===== config.mk =====
export PLATFORM = sky130hd
export DESIGN_NAME = rv64g_l2_line_seq
export DESIGN_NICKNAME = d
export VERILOG_FILES = /design/src/rtl/rv64g_l2_pkg.sv /design/src/rtl/rv64g_l2_line_seq.sv
export SDC_FILE = /design/constraint.sdc
export NUM_CORES = 1
export LEC_CHECK = 0
export CORE_AREA = 5 5 194 196
export CTS_BUF_LIST = sky130_fd_sc_hd__clkbuf_16
export DETAILED_ROUTE_END_ITERATION = 8
export DIE_AREA = 0 0 199 201
export SLEW_MARGIN = 20
export SYNTH_ARGS = -nofsm -noshare
export SYNTH_HDL_FRONTEND = slang
export SYNTH_SLANG_ARGS = --single-unit

===== constraint.sdc =====
create_clock -name clk_i -period 3.69 [get_ports clk_i]
set_clock_uncertainty 0.1 [all_clocks]
set_input_delay 0.9225 -clock clk_i [delete_from_list [all_inputs] [get_ports clk_i]]
set_output_delay 0.9225 -clock clk_i [all_outputs]
set_load 0.01 [all_outputs]

===== src/rtl/rv64g_l2_pkg.sv =====
// Shared widths, op encodings and sequencer state for the L2 line sequencer.
// Imported by the sequencer and its bench.
package rv64g_l2_pkg;

    localparam int IDX_W          = 8;
    localparam int WORD_W         = 3;
    localparam int WAY_W          = 4;
    localparam int TAG_W          = 50;
    localparam int DATA_W         = 64;
    localparam int BE_W           = DATA_W / 8;
    localparam int WORDS_PER_LINE = 8;

    localparam logic OP_FILL  = 1'b0;
    localparam logic OP_EVICT = 1'b1;

    localparam logic [WORD_W-1:0] LAST_WORD = WORD_W'(WORDS_PER_LINE - 1);

    typedef enum logic [2:0] {
        ST_IDLE,
        ST_FILL,
        ST_EV_RD,
        ST_EV_OUT,
        ST_DONE
    } state_e;

endpackage


===== src/rtl/rv64g_l2_line_seq.sv =====
// Line sequencer in front of the L2 arrays: refills one way from 8 beats,
// or reads a victim way out onto the writeback channel, one line at a time.
module rv64g_l2_line_seq
    import rv64g_l2_pkg::*;
(
    input  logic              clk_i,
    input  logic              rst_ni,
    input  logic              req_valid_i,
    output logic              req_ready_o,
    input  logic              req_op_i,
    input  logic [IDX_W-1:0]  req_index_i,
    input  logic [WAY_W-1:0]  req_way_i,
    input  logic [TAG_W-1:0]  req_tag_i,
    input  logic              fill_valid_i,
    output logic              fill_ready_o,
    input  logic [DATA_W-1:0] fill_data_i,
    output logic              wb_valid_o,
    input  logic              wb_ready_i,
    output logic [DATA_W-1:0] wb_data_o,
    output logic              wb_last_o,
    output logic [TAG_W-1:0]  wb_tag_o,
    output logic              done_o,
    output logic [IDX_W-1:0]  arr_index_o,
    output logic [WORD_W-1:0] arr_word_sel_o,
    output logic [WAY_W-1:0]  arr_way_sel_o,
    output logic              arr_data_we_o,
    output logic              arr_tag_we_o,
    output logic [BE_W-1:0]   arr_be_o,
    output logic [TAG_W-1:0]  arr_tag_o,
    output logic [DATA_W-1:0] arr_wdata_o,
    input  logic [DATA_W-1:0] arr_rdata_i,
    input  logic [TAG_W-1:0]  arr_tag_i
);

    state_e             state_q, state_d;
    logic [WORD_W-1:0]  k_q, k_d;
    logic [IDX_W-1:0]   index_q, index_d;
    logic [WAY_W-1:0]   way_q, way_d;
    logic [TAG_W-1:0]   tag_q, tag_d;
    logic [TAG_W-1:0]   wbtag_q, wbtag_d;

    always_ff @(posedge clk_i or negedge rst_ni) begin
        if (!rst_ni) begin
            state_q <= ST_IDLE;
            k_q     <= '0;
            index_q <= '0;
            way_q   <= '0;
            tag_q   <= '0;
            wbtag_q <= '0;
        end else begin
            state_q <= state_d;
            k_q     <= k_d;
            index_q <= index_d;
            way_q   <= way_d;
            tag_q   <= tag_d;
            wbtag_q <= wbtag_d;
        end
    end

    always_comb begin
        state_d        = state_q;
        k_d            = k_q;
        index_d        = index_q;
        way_d          = way_q;
        tag_d          = tag_q;
        wbtag_d        = wbtag_q;
        req_ready_o    = 1'b0;
        fill_ready_o   = 1'b0;
        wb_valid_o     = 1'b0;
        wb_data_o      = '0;
        wb_last_o      = 1'b0;
        wb_tag_o       = wbtag_q;
        done_o         = 1'b0;
        arr_index_o    = index_q;
        arr_way_sel_o  = way_q;
        arr_word_sel_o = k_q;
        arr_data_we_o  = 1'b0;
        arr_tag_we_o   = 1'b0;
        arr_be_o       = '0;
        arr_tag_o      = '0;
        arr_wdata_o    = '0;

        unique case (state_q)
            ST_IDLE: begin
                req_ready_o = 1'b1;
                if (req_valid_i) begin
                    index_d = req_index_i;
                    way_d   = req_way_i;
                    tag_d   = req_tag_i;
                    k_d     = '0;
                    state_d = (req_op_i == OP_FILL) ? ST_FILL : ST_EV_RD;
                end
            end
            ST_FILL: begin
                fill_ready_o = 1'b1;
                if (fill_valid_i) begin
                    arr_data_we_o = 1'b1;
                    arr_be_o      = '1;
                    arr_wdata_o   = fill_data_i;
                    if (k_q == LAST_WORD) begin
                        arr_tag_we_o = 1'b1;
                        arr_tag_o    = tag_q;
                        state_d      = ST_DONE;
                    end else begin
                        k_d = k_q + 1'b1;
                    end
                end
            end
            ST_EV_RD: begin
                state_d = ST_EV_OUT;
            end
            ST_EV_OUT: begin
                wb_valid_o = 1'b1;
                wb_data_o  = arr_rdata_i;
                wb_last_o  = (k_q == LAST_WORD);
                // Word 0 shows the tag straight through so it is valid with the first beat
                if (k_q == '0) begin
                    wb_tag_o = arr_tag_i;
                    wbtag_d  = arr_tag_i;
                end
                if (wb_ready_i) begin
                    if (k_q == LAST_WORD) begin
                        state_d = ST_DONE;
                    end else begin
                        k_d     = k_q + 1'b1;
                        state_d = ST_EV_RD;
                    end
                end
            end
            ST_DONE: begin
                done_o  = 1'b1;
                state_d = ST_IDLE;
            end
            default: begin
                state_d = ST_IDLE;
            end
        endcase
    end

endmodule


After elaboration in Yosys (flattened, before gate mapping)
Cells that the tools add are included.
Widths: inputs -> output; s select.
{ "word_totals": {"elab_cells": 54, "register_bits": 118, "in_bits": 246, "out_inout_bits": 258} }
{ "op_classes": {"addsub": 1, "eq_ne": 9, "n_mux": 32, "n_reduce_logical": 6} }
{ "ops": {"columns": ["op", "n"], "rows": [
  ["$mux 50", 5],
  ["$mux 64", 3],
  ["$mux 3", 9],
  ["$mux 8", 2],
  ["$pmux 3 s4", 1],
  ["$mux 1", 10],
  ["$pmux 3 s3", 1],
  ["$ne 2x2->1 const B", 4],
  ["$reduce_and 4->1", 2],
  ["$eq 3x2->1 const B", 2],
  ["$eq 3x3->1 const B", 2],
  ["$logic_not 3->1", 2],
  ["$add 3x1->3 const B", 1],
  ["$eq 3x1->1 const B", 1],
  ["$reduce_bool 3->1", 1],
  ["$mux 2", 1],
  ["$reduce_and 2->1", 1]
]} }

Depth between registers and ports, before layout
{ "depth": {"word_depth": 4, "depth_mapped": 6, "mapped_depth_nobuf": 5} }

Least setup slack after synthesis
No wires, ideal clock.
{ "synth_timing": {"path_type": "input -> output", "from": "input fill_valid_i", "to": "output arr_wdata_o[54]", "arrival_ns": 1.805, "setup_slack_ns": 0.863, "path_buffers": 1, "required_ns": 2.668, "cell_stages": 3, "cell_sequence": "nor3b_1 > clkbuf_1 > and2_1"} }
{ "synth_via": {"elab_chain_cells": 2} }
{ "synth_lines": {"columns": ["element", "line", "text"], "rows": [
  ["start, declared", "rv64g_l2_line_seq.sv:14", "input logic fill_valid_i,"],
  ["$mux 64", "rv64g_l2_line_seq.sv:96", "if (fill_valid_i) begin"],
  ["$mux 64", "rv64g_l2_line_seq.sv:83", "unique case (state_q)"],
  ["end, declared", "rv64g_l2_line_seq.sv:30", "output logic [DATA_W-1:0] arr_wdata_o,"]
]} }
No other way between the ends.

Worst setup path after layout
{ "layout_timing": {"from": "register state_q[2]", "to": "output wb_tag_o[10]"} }
{ "layout_via": {"elab_chain_cells": 2} }
{ "layout_lines": {"columns": ["element", "line", "text"], "rows": [
  ["start, declared", "rv64g_l2_line_seq.sv:35", "state_e state_q, state_d;"],
  ["start signal, assigned", "rv64g_l2_line_seq.sv:51", "state_q <= state_d;"],
  ["$eq 3x2->1", "rv64g_l2_line_seq.sv:83", null],
  ["$mux 50", null, null],
  ["end, declared", "rv64g_l2_line_seq.sv:21", "output logic [TAG_W-1:0] wb_tag_o,"]
]} }
No other way between the ends.

==> impl_results.md <==
- DR DRC count: 0
- Largest net degree at the start of global routing: 74
- Slowest CP cell: clkdlybuf4s50_1
- Crit-path cells: and3b_2, nand3b_4, buf_12, mux2_4, clkdlybuf4s50_1
- H-Tree Depth: 4
- Startpoint types: flip-flop
- Core ar.: 35910 um^2
- Final min period: around 3.6 ns
- Grt ovf: 0
- Final Setup Violations: 0
- Worst hold-check path type: in2async
- Async SR Flop Fraction: 100.0%
- Num rows: 70
- Post-DR wirelength/cell: 17.12 um
- Status: finished, final reports clean
- Leakage: 5.252 nW
- Inserted Clock Buffers: 17
- GRT Util Overall: 12.12%
- CTS Sinks: about 120
- ANT cells: 0
- Sum Neg Setup Slack: 0 ns
- Max cap viols: 0
- Initial DRC count: 110
- Post-route ant nets: 0
- GR Util met3: 5.639%
- Vias in the first global route: approximately 6000
- Unique masters post-synth: 30
- I/O Buffers: a little over 500
- Met2 Usage GRT: 19.98%
- Worst vdd ir: 0.4416 mV
- Mapped Cells: about 480
- CTS clk-pin slew, worst paths: roughly 0.06 ns
- Met1 Use GR: 14.12%
- Synth Flop Type: dfrtp_1
- Final net count: 1229
- Cts hold-fix bufs: 0
- Initial Utilization: 16.91%
- EDFF count, synth: 0
- CP endpoint kind: output pin
- Placement Cell Area: approximately 12000 um^2
- Slew Viols, Final: 0
- First-pass GRT wire length: between 30000 and 40000 um
- Critical path origin: state_q[2]
- Die extent in y: 201 um
- Final period util: a little over nine tenths
- Post-synth top area cell: dfrtp_1
- Initial antenna violation count: 0
- Post-layout util: 33.99%
- Fin worst setup slack: between 0.1 and 0.15 ns
- Max-Slew Margin vs Limit: 54.51%
- Final total power: 7.910 mW
- DIE AREA: ~40000 um^2
- Mapped Area: 6072 um^2
- Area growth syn-to-layout: 101.0%
- Busiest grt layer: met2
- Synth Register Bits: 118
- Delay-heaviest family, CP: buffers and inverters
- Setup WS pre-CTS: -0.1850 ns
- RSZ-0062 raised after global routing: no
- Critical Path RT: 2.67 ns
- Yosys Warn Count: 0
- Crit path DAT: 2.55 ns
- Share of the synthesized area in the top cell type: 48.63%
- Sequential share of the synthesized area: 48.63%
- Detailed-route via count: roughly 5400
- FMAX: about 280 MHz
- CTS tree: done
- Worst stage delay on the critical path: between 0.5 and 0.6 ns
- DRT Pass-1 Iters: 4
- Power Dens Cells: 648.0 nW/um^2
- Post-Syn Nets: 732
- DR vias/cell: ~3.7
- Layout cells sized above 1: approximately 15%
- Final HPWL DP: 19930 um
- Worst-margin pin slew: 0.6809 ns
- Critical R2R Launch: state_q[1]
- Setup CP Type: reg2out
- Final hold violations: 0
- Wirelength, routed: 25010 um
- Die X-Extent: 199 um
- Mean area per synthesized cell: ~13 um^2
- GPL Wtd Cong: 0.8322
- CTS Buffer Depth: 2
- Worst-skew pair later-pin latency: between 0.4 and 0.5 ns
- CP max FO: 27
- Buffers and inverters on the worst path: 2
- # IOs: a little over 500
- Design area: 12210 um^2
- Largest cells by area after synthesis: dfrtp_1 49%, and2_1 19%, mux2_4 12%
- Root Buffer: clkbuf_16
- R2R Setup Slk: 1.40 ns
-- report_power, final --
part	switching (mW)	total, mW	internal [mW]	leakage, nW
combinational	1.65	4.28	2.63	3.59
sequential	0.255	2.20	1.95	1.40
clock	0.595	1.43	0.833	0.260
-- placed cells by master, fill, tap and decap left out, types with 3 or more instances in the layout --
cell	n
and2_1	179
mux2_1	17
mux2_4	50
clkinvlp_4	3
clkdlybuf4s50_1	488
buf_4	8
buf_12	7
inv_1	7
dfrtp_1	118
clkbuf_16	17
clkinv_2	7
dlymetal6s2s_1	13
mux2_2	47
-- cell usage after synthesis (3+ instances only) --
| cell type | count |
|---|---|
| mux2_2 | 47 |
| and2_1 | 180 |
| inv_1 | 3 |
| nor3b_1 | 3 |
| buf_6 | 12 |
| dfrtp_1 | 118 |
| mux2_4 | 50 |
| ha_1 | 3 |
| mux2_1 | 17 |
| buf_4 | 9 |
| clkbuf_1 | 17 |
-- path summary, 6_finish.rpt --
kind	to	depth (start not counted)
hold / removal	tag_q[36]	1
max in group asynchronous	tag_q[47]	2
hold reg to reg	tag_q[29]	1
setup / recovery	wb_tag_o[10]	5
min in group clk_i	tag_q[29]	1
setup reg to reg	arr_index_o[3]	5
-- logic make-up (layout without fill, tap and decap cells) --
family	count (synthesis)	after routing	synth area share [%]
multiplexers	115	115	24.40
AND/OR/NAND/NOR	194	194	20.42
flip-flops	118	118	48.63
AO/OA/AOI/OAI	9	9	1.113
buffers and inverters	44	554	4.822
adder cells (fa/ha/maj)	3	3	0.6182
-- state kept, by name (all words and copies together), names as in the netlist --
name            count
arr_index_o         8
arr_way_sel_o       4
arr_word_sel_o      3
state_q             3
tag_q              50
wbtag_q            50
-- metal layers --
metal  up-vias  wire length, um
met2       249            12110
met3        31             2580
met1      2509             9824
li1       2572                -
met5         -                0
met4         0              494
-- area by class of cell --
type | instances | area, um^2
Fill cell | 3623 | 23700
Timing Repair Buffer | 519 | 5301
Sequential cell | 118 | 2953
Multi-Input combinational cell | 321 | 2854
Tap cell | 468 | 585.6
Clock buffer | 17 | 425.4
Clock inverter | 15 | 76.32
Inverter | 3 | 11.26
-- metrics by stage --
stage / instances / hold WS, ns
after floorplan: 483 / 0.3489
after global routing: 1461 / 0.2417
final: 1461 / 0.2595
after detailed placement: 1425 / 0.3677
after CTS: 1460 / 0.2313
after global placement: 1425 / 0.3599
-- repair_timing --
item / in CTS / in global routing
gates cloned: 1 / 0
resized for setup: 3 / 16
buffers inserted: 2 / 1
pin swaps: 1 / 1
hold endpoints to repair: 0 / 0
endpoints found under the setup margin: 114 / 44
Note: power is estimated with default switching activity, not from simulation.
